[src/rtl/gamma_pkg.sv]
// Shared definitions for the degamma block.
// Holds the pixel width, FSM state type, build length and the 256-entry
// gamma-0.55 forward curve FWD[x] = max(1, round(255 * (x/255)^0.55)).
package gamma_pkg;

    localparam int unsigned PIX_W        = 8;
    localparam int unsigned TBL_DEPTH    = 256;
    localparam int unsigned BUILD_CYCLES = 511;

    typedef logic [PIX_W-1:0] pix_t;

    typedef enum logic [1:0] {BUILD, RUN, DRAIN} state_t;

    localparam int unsigned BIG_W = 200;

    function automatic logic [BIG_W-1:0] big_pow(input logic [BIG_W-1:0] b, input int unsigned n);
        logic [BIG_W-1:0] r;
        r = BIG_W'(1);
        for (int unsigned i = 0; i < n; i++) begin
            r = r * b;
        end
        return r;
    endfunction

    // Exact integer evaluation of the curve: 255*(x/255)^(11/20) >= y - 0.5
    // is equivalent to (2y-1)^20 <= x^11 * 255^9 * 2^20, which avoids reals.
    function automatic logic [TBL_DEPTH-1:0][PIX_W-1:0] gen_fwd();
        logic [TBL_DEPTH-1:0][PIX_W-1:0] tbl;
        logic [BIG_W-1:0]                scale;
        logic [BIG_W-1:0]                rhs;
        int unsigned                     y;
        logic                            done;
        scale = big_pow(BIG_W'(255), 9) * big_pow(BIG_W'(2), 20);
        y     = 1;
        for (int unsigned x = 0; x < TBL_DEPTH; x++) begin
            rhs  = scale * big_pow(BIG_W'(x), 11);
            done = 1'b0;
            while ((y < 255) && !done) begin
                if (big_pow(BIG_W'(2 * y + 1), 20) <= rhs) begin
                    y = y + 1;
                end else begin
                    done = 1'b1;
                end
            end
            tbl[x] = PIX_W'(y);
        end
        return tbl;
    endfunction

    localparam logic [TBL_DEPTH-1:0][PIX_W-1:0] FWD = gen_fwd();

endpackage

[src/rtl/degamma_inv_ram.sv]
// Inverse gamma table storage: 256 x 8 register array.
// Ports: clk (write clock), we_i/waddr_i/wdata_i (synchronous write port),
//        raddr_i/rdata_o (asynchronous read port). No reset on the storage.
module degamma_inv_ram
    import gamma_pkg::*;
(
    input  logic             clk,
    input  logic             we_i,
    input  logic [PIX_W-1:0] waddr_i,
    input  logic [PIX_W-1:0] wdata_i,
    input  logic [PIX_W-1:0] raddr_i,
    output logic [PIX_W-1:0] rdata_o
);

    pix_t mem [TBL_DEPTH];

    always_ff @(posedge clk) begin
        if (we_i) begin
            mem[waddr_i] <= wdata_i;
        end
    end

    assign rdata_o = mem[raddr_i];

endmodule

[src/rtl/degamma.sv]
// Pixel linearizer: maps gamma-0.55 encoded pixels to linear values through
// an inverse table that the block builds itself from the forward curve.
// Ports: clk, rst_n (async, active-low);
//        src_valid/src_ready/src_data  upstream pixel handshake;
//        dst_valid/dst_ready/dst_data  downstream result handshake (1-cycle latency);
//        rebuild  request to regenerate the table; busy  high unless in RUN.
module degamma
    import gamma_pkg::*;
(
    input  logic             clk,
    input  logic             rst_n,
    input  logic             src_valid,
    output logic             src_ready,
    input  logic [PIX_W-1:0] src_data,
    output logic             dst_valid,
    input  logic             dst_ready,
    output logic [PIX_W-1:0] dst_data,
    input  logic             rebuild,
    output logic             busy
);

    state_t state_q;
    pix_t   x_q;
    pix_t   y_q;
    logic   dst_valid_q;
    pix_t   dst_data_q;

    logic   hit;
    logic   tbl_we;
    logic   src_fire;
    pix_t   tbl_rdata;

    // FWD is monotone with FWD[255]=255, so x stops at 255 before y reaches
    // 255 and never wraps.
    assign hit       = (FWD[x_q] >= y_q);
    assign tbl_we    = (state_q == BUILD) && hit;
    assign src_ready = (state_q == RUN) && (!dst_valid_q || dst_ready) && !rebuild;
    assign src_fire  = src_valid && src_ready;
    assign busy      = (state_q != RUN);
    assign dst_valid = dst_valid_q;
    assign dst_data  = dst_data_q;

    degamma_inv_ram u_inv_ram (
        .clk     (clk),
        .we_i    (tbl_we),
        .waddr_i (y_q),
        .wdata_i (x_q),
        .raddr_i (src_data),
        .rdata_o (tbl_rdata)
    );

    always_ff @(posedge clk or negedge rst_n) begin
        if (!rst_n) begin
            state_q     <= BUILD;
            x_q         <= '0;
            y_q         <= '0;
            dst_valid_q <= 1'b0;
            dst_data_q  <= '0;
        end else begin
            case (state_q)
                BUILD: begin
                    if (hit) begin
                        y_q <= y_q + 8'd1;
                        if (y_q == 8'hFF) begin
                            state_q <= RUN;
                        end
                    end else begin
                        x_q <= x_q + 8'd1;
                    end
                end
                RUN: begin
                    if (rebuild) begin
                        state_q <= DRAIN;
                    end
                end
                DRAIN: begin
                    // Wait for the last result to leave before overwriting the table.
                    if (!dst_valid_q) begin
                        state_q <= BUILD;
                        x_q     <= '0;
                        y_q     <= '0;
                    end
                end
                default: begin
                    state_q <= BUILD;
                end
            endcase

            if (src_fire) begin
                dst_valid_q <= 1'b1;
                dst_data_q  <= tbl_rdata;
            end else if (dst_ready) begin
                dst_valid_q <= 1'b0;
            end
        end
    end

endmodule

[config.mk]
export PLATFORM = sky130hd
export DESIGN_NAME = degamma
export DESIGN_NICKNAME = d
export VERILOG_FILES = /design/src/rtl/gamma_pkg.sv /design/src/rtl/degamma_inv_ram.sv /design/src/rtl/degamma.sv
export SDC_FILE = /design/constraint.sdc
export NUM_CORES = 2
export LEC_CHECK = 0
export BUFFER_PORTS_ARGS = -buffer_cell sky130_fd_sc_hd__buf_2
export CORE_MARGIN = 2
export CORE_UTILIZATION = 40
export DETAILED_ROUTE_END_ITERATION = 6
export GPL_ROUTABILITY_DRIVEN = 0
export SETUP_SLACK_MARGIN = 0.02
export SLEW_MARGIN = 20
export SYNTH_ARGS = -nofsm -noshare
export SYNTH_HDL_FRONTEND = slang
export SYNTH_HIERARCHICAL = 1
export SYNTH_SLANG_ARGS = --single-unit
[constraint.sdc]
create_clock -name clk -period 11.07 [get_ports clk]
set_clock_uncertainty 0.2 [all_clocks]
set_input_delay 1.107 -clock clk [delete_from_list [all_inputs] [get_ports clk]]
set_output_delay 1.107 -clock clk [all_outputs]
set_load 0.01 [all_outputs]
=== After elaboration in Yosys (flattened, before gate mapping) ===
Memories as Yosys holds them, arrays and structs flattened. A register that Yosys moved wholly into a read port is not among the register bits.
Cells that the tools add are included.

* Register bits: 19
* RAM bits: 2048
* Bits in read-only memories: 2048
* Bits of input ports: 13
* Output and inout bits: 11
* Logic and storage cells: 48
* Memories kept: 2

{| class="wikitable"
|+ Memory list
! memory !! depth !! width !! rd ports !! clocked after Yosys merged registers in !! write ports !! RTL line !! source
|-
| (no name shown) || 256 || 8 || 1 || 0 || 0 || degamma.sv:35 || <nowiki>assign hit = (FWD[x_q] >= y_q);</nowiki>
|-
| u_inv_ram.mem || 256 || 8 || 1 || 1 || 1 || degamma_inv_ram.sv:15 || <nowiki>pix_t mem [TBL_DEPTH];</nowiki>
|}

* Add/subtract/negate cells: 2
* Magnitude comparators: 2
* Equality and inequality tests: 9
* Muxes and demuxes: 15
* Reductions and logical operators: 14

{| class="wikitable"
|+ Operator list
! cell !! count
|-
| 8-bit two-way mux || 4
|-
| 8-bit case mux with 2 select lines || 2
|-
| 8-bit by 1-bit adder with 8-bit output, second input constant || 2
|-
| 8-bit by 9-bit < comparator with 1-bit output, second input constant || 1
|-
| 8-bit equality test, second input constant || 1
|-
| 8-bit >= comparator || 1
|-
| 2-bit two-way mux || 4
|-
| 2-bit != test, second input constant || 4
|-
| 2-bit case mux with 3 select lines || 1
|-
| 3-bit AND reduction || 2
|-
| 1-bit logical AND || 4
|-
| 1-bit two-way mux || 4
|-
| 2-bit by 1-bit != test with 1-bit output, second input constant || 2
|-
| 4-bit AND reduction || 1
|-
| 2-bit nonzero test || 2
|-
| 1-bit zero test || 3
|-
| 2-bit by 1-bit equality test with 1-bit output, second input constant || 1
|-
| 2-bit equality test, second input constant || 1
|-
| 2-bit zero test || 1
|-
| 1-bit logical OR || 1
|}

=== Logic depth before layout (Yosys ltp) ===
* Word-level depth: 6
* Mapped depth: 22
* Gate-level depth less buffers: 16

=== By module ===
Netlist, hierarchy kept.

{| class="wikitable"
|+ By module, submodules not included
! module !! instances !! cells an instance !! area an instance (um^2) !! seq. area each (um^2)
|-
| degamma_inv_ram || 1 || 3725 || 79396.1 || 61499.0
|-
| degamma || 1 || 427 || 3151.8 || 675.6
|}

=== Least setup slack after synthesis ===
OpenSTA, ideal clock, no wires.

* Path kind: reg-to-reg
* Start point: register x_q[1]
* End point: memory u_inv_ram/mem[100][0] (netlist name) (enable)
* Setup time: 0.285 ns
* Data arrival time: 8.046 ns
* Required time: 10.585 ns
* Path slack: 2.539 ns
* Cell stages (with the launch flop): 22
* Clock period less this slack: 8.531 ns
* Path through: dfrtp_1 inv_1 ha_1 clkbuf_1 and2_1 a211o_1 o311ai_0 o211ai_1 o31ai_1 o22ai_1 ha_1 nand2b_4 a2111o_1 a221oi_2 nand2b_1 buf_6 inv_6 clkbuf_1 buf_1 nand3_1 clkbuf_1 nor2_1

* Longest elaborated chain between the ends: 6

{| class="wikitable"
|+ RTL lines
! what !! RTL line !! source
|-
| start: declaration || degamma.sv:23 || <nowiki>pix_t x_q;</nowiki>
|-
| start signal: assignment || degamma.sv:68 || <nowiki>x_q <= x_q + 8'd1;</nowiki>
|-
| memory read 256 x 8 bit || - ||
|-
| 8-bit two-way mux (not written as such) || degamma.sv:35 ||
|-
| 8-bit >= comparator || degamma.sv:35 ||
|-
| 1-bit logical AND || degamma.sv:36 || <nowiki>assign tbl_we = (state_q == BUILD) && hit;</nowiki>
|-
| named net tbl_we || degamma.sv:29 || <nowiki>logic tbl_we;</nowiki>
|-
| 1-bit two-way mux || degamma_inv_ram.sv:18 || <nowiki>if (we_i) begin</nowiki>
|-
| 1-bit two-way mux (not written as such) || degamma_inv_ram.sv:19 || <nowiki>mem[waddr_i] <= wdata_i;</nowiki>
|-
| end: declaration || degamma_inv_ram.sv:15 ||
|}

The timed path passes the listed nets, and every way through them passes these cells. The select of a mux whose other input is x is not followed.

=== Worst setup path after layout ===
* Start point: register x_q[0]
* End point: memory u_inv_ram/mem[208][6] (netlist name) (enable)

Same word-level chain as after synthesis.

==> impl_results.md <==
* Outcome: finished, violations left
* Failing checks: DRC
* Library cell occupying the most area in the post-synthesis netlist: sky130_fd_sc_hd__edfxtp_1
* NetSw at 3.22 mW
* Portion of the post-synthesis area used by sequential elements at 75.3%
* Crit Reg-Reg Startpoint: x_q[0]$_DFFE_PN0P_
* Number of global-route vias before repair at 41.4k
* H-tree depth reported by CTS at 4
* CTS clock-pin slew for the worst setup and hold paths at 0.06 ns
* CTS Buf Count at 204
* Wirelength, routed at 211000 µm
* Floorplan row count at 166
* Top flip-flop cell by instance count after synthesis: sky130_fd_sc_hd__edfxtp_1
* Maximum clock frequency at 0.137 GHz
* Unique cell type count in the Yosys netlist at 76
* 1st-iter DRT viols at 5218
* Worst hold slack at 0.187 ns
* Final Cycle Share at 65.8%
* Maximum number of pins on one net before global-route repair at 193
* PD cells at 169 nW/µm²
* Unrepaired setup endpoints after global routing: false
* Kind of capture point of the worst setup path: register
* Shortest period the worst path allows at 7.28 ns
* Clk sinks at 2075
* Root buffer cell: sky130_fd_sc_hd__clkbuf_16
* Area growth syn-to-layout at 11.1%
* Remaining antenna violation count at 0
* Boundary Pins at 24
* DR vias at 42.0k
* Sum Neg Setup Slack at 0 ns
* EDFF count, synth at 2048
* GR Util All Layers at 19.9%
* Die width at 458 µm
* Detailed-router iteration count before antenna repair at 7
* Max-cap violation count at 0
* Maximum vdd drop at 170 µV
* Final-stage net count at 4233
* Post-cts sizing count at 0
* Pint at 12.3 mW
* Leakage power summed over all cells at 24.0 nW
* First-pass GRT wire length at 304000 µm
* Synthesized net count at 4186
* TritonCTS clock tree: built
* Cells after synthesis at 4152
* Die height at 458 µm
* Combinational fraction of design power at 2.6%
* Launch point of the worst path: x_q[0]$_DFFE_PN0P_
* Final hold violations at 0
* Power share of the sequential group at 54.7%
* WP data arrival at 7.53 ns
* Sum of overflow across all layers after global routing at 0
* Port Buf Inserts at 23
* Worst slew pin tran at 1.13 ns
* Final Max Tran Viols at 0
* Critical path startpoint category: register
* Post-DP Area at 85300 µm²
* Area of the core at 205000 µm²
* Synthesized area per cell at 19.9 µm²
* Fraction of layout instances using a drive strength above 1 at 20.5%
* Source-to-sink clock delay at the later pin of the worst-skew pair at 0.85 ns
* Initial antenna violation count at 6
* Dominant cells by area after synthesis: sky130_fd_sc_hd__edfxtp_1 75%, sky130_fd_sc_hd__mux4_2 12%, sky130_fd_sc_hd__mux2i_1 1.6%
* Clk buf depth at 3
* Mean routed wirelength per cell at 29.9 µm
* HPWL after detailed placement at 127000 µm
* Crit path kind: reg2reg
* Total power consumption of the routed design at 15.5 mW
* Initial Util at 40.3%
* Worst slew margin at 24.2%
* Die area at 210000 µm²
* Fraction of post-synthesis cell area in the top cell type by area at 74.5%
* Via density at 5.95
* Fraction of power spent switching nets at 20.7%
* Number of synthesis warnings at 6
* Async set-reset flop share out of synthesis at 1.30%
* Flops & latches, synth at 2075
* Post-cts hold buffer count at 0
* Post-CTS repair timing setup buffer count at 0
* Number of setup violations in the final report at 0
* Clk pwr share at 42.7%
* Worst Hold Class: in2async
* DR DRC count at 9
* Maximum net fanout on the critical path at 81
* Required @ worst endpoint at 11.32 ns
* Syn Std Cell Area at 82500 µm²
* Post-route cell area at 91700 µm²
==> power groups by stage <==
stage	registers, mW	clock network [mW]	logic, mW
CTS	8.50	6.75	0.401
finish	8.50	6.64	0.397
detailed placement	8.67	0	0.400
global route	8.49	7.04	0.417
global placement	8.67	0	0.400
floorplan	8.66	0	0.276
==> area by class of cell <==
type	instances	area, µm²
Timing Repair Buffer	107	927
Clock inverter	122	952
Antenna cell	1	2.50
Tap cell	2688	3360
Multi-Input combinational cell	1786	18800
Clock buffer	253	5390
Fill cell	17200	113000
Inverter	25	98.8
Sequential cell	2075	62200
==> sequential cells by signal (all words and copies together) (netlist names) <==
register	cells
u_inv_ram/mem	2048
dst_valid	1
state_q	2
x_q	8
dst_data	8
y_q	8
==> metrics by stage <==
stage	cells	util (%)	setup slack, ns
floorplan	4152	-	2.54
global placement	6677	41.6	3.55
detailed placement	6679	41.7	3.65
CTS	7054	44.8	3.64
global route	7057	44.8	3.37
finish	7057	44.8	3.79
==> cell usage after synthesis (12+ instances only) <==
library cell               count
sky130_fd_sc_hd__buf_4        27
sky130_fd_sc_hd__o211ai_1     20
sky130_fd_sc_hd__a31oi_1      14
sky130_fd_sc_hd__a22oi_1     137
sky130_fd_sc_hd__buf_6        22
sky130_fd_sc_hd__nor4_1       24
sky130_fd_sc_hd__nand2b_1     20
sky130_fd_sc_hd__clkbuf_1    137
sky130_fd_sc_hd__dfrtp_1      27
sky130_fd_sc_hd__a211oi_1     25
sky130_fd_sc_hd__nand3_1      51
sky130_fd_sc_hd__a221oi_1     16
sky130_fd_sc_hd__o221ai_1     48
sky130_fd_sc_hd__mux2i_1     135
sky130_fd_sc_hd__ha_1         21
sky130_fd_sc_hd__inv_1        22
sky130_fd_sc_hd__nor2b_1      45
sky130_fd_sc_hd__nor2_1      309
sky130_fd_sc_hd__nor3_1       45
sky130_fd_sc_hd__edfxtp_1   2048
sky130_fd_sc_hd__nand2_1      79
sky130_fd_sc_hd__buf_2        34
sky130_fd_sc_hd__mux4_2      457
sky130_fd_sc_hd__buf_1        25
sky130_fd_sc_hd__nand4_1      12
sky130_fd_sc_hd__a21oi_1     124
sky130_fd_sc_hd__o21ai_0      45
sky130_fd_sc_hd__buf_8        13
sky130_fd_sc_hd__o22ai_1      31
==> final timing paths <==
kind	slack, ns	depth (start not counted)	to
max in group asynchronous	9.80	1	x_q[1]$_DFFE_PN0P_
worst min-delay path	0.19	1	dst_valid$_DFFE_PN0P_
worst min register to register	0.48	1	dst_data[3]$_DFFE_PN0P_
worst max register to register	3.79	16	u_inv_ram/mem[208][6]$_DFFE_PP_
worst max-delay path	3.79	16	u_inv_ram/mem[208][6]$_DFFE_PP_
min in group clk	0.37	3	dst_valid$_DFFE_PN0P_
==> routing by layer <==
metal | global-route usage [%] | up-vias | part of all wire [%]
met5 | 0 | - | 0.0062
met4 | 5.60 | 2 | 2.7
met3 | 3.40 | 300 | 7.7
met2 | 31.8 | 1903 | 48
met1 | 28.3 | 22400 | 42
li1 | - | 17400 | -
==> logic make-up after synthesis <==
| group | share of synthesized area [%] |
|---|---|
| AOI/OAI and AO/OA | 4.49 |
| DFF | 75.3 |
| buffers and inverters | 2.04 |
| adders and majority gates | 0.318 |
| and+or+nand+nor | 3.51 |
| muxes | 14.3 |
| xor gates and xnor gates | 0.0318 |
==> layout by cell type, fill, tap and decap left out, types with 14 or more instances in the layout <==
cell and instances:
sky130_fd_sc_hd__o211ai_1 20, sky130_fd_sc_hd__a31oi_1 14, sky130_fd_sc_hd__o21ai_0 45, sky130_fd_sc_hd__clkinv_2 47
sky130_fd_sc_hd__dfrtp_1 19, sky130_fd_sc_hd__nand2b_1 20, sky130_fd_sc_hd__ha_1 21, sky130_fd_sc_hd__a22oi_1 137
sky130_fd_sc_hd__clkbuf_1 43, sky130_fd_sc_hd__clkbuf_16 208, sky130_fd_sc_hd__buf_2 19, sky130_fd_sc_hd__buf_4 74
sky130_fd_sc_hd__a211oi_1 25, sky130_fd_sc_hd__clkinv_1 53, sky130_fd_sc_hd__nand2_1 77, sky130_fd_sc_hd__nor4_1 20
sky130_fd_sc_hd__a221oi_1 16, sky130_fd_sc_hd__nand3_1 51, sky130_fd_sc_hd__nor2b_1 42, sky130_fd_sc_hd__nor3_1 45
sky130_fd_sc_hd__o22ai_1 31, sky130_fd_sc_hd__edfxtp_1 2048, sky130_fd_sc_hd__inv_1 22, sky130_fd_sc_hd__o221ai_1 48
sky130_fd_sc_hd__mux2i_1 135, sky130_fd_sc_hd__a21oi_1 124, sky130_fd_sc_hd__nor2_1 305, sky130_fd_sc_hd__mux4_2 457
==> critical path: stages (launching register included) <==
cell                       delay [ns]
sky130_fd_sc_hd__dfrtp_4         0.89
sky130_fd_sc_hd__buf_4           0.79
sky130_fd_sc_hd__ha_1            0.53
sky130_fd_sc_hd__nand2b_1        0.28
sky130_fd_sc_hd__a21oi_1         0.10
sky130_fd_sc_hd__or3_1           0.36
sky130_fd_sc_hd__a221o_1         0.31
sky130_fd_sc_hd__a32oi_1         0.22
sky130_fd_sc_hd__ha_1            0.20
sky130_fd_sc_hd__o21ai_0         0.09
sky130_fd_sc_hd__a21oi_1         0.18
sky130_fd_sc_hd__a221oi_2        0.12
sky130_fd_sc_hd__nand2b_1        0.36
sky130_fd_sc_hd__inv_6           0.27
sky130_fd_sc_hd__nand3_1         0.75
sky130_fd_sc_hd__buf_4           0.52
sky130_fd_sc_hd__nor2_1          0.65
Note: power is estimated with default switching activity, not from simulation.
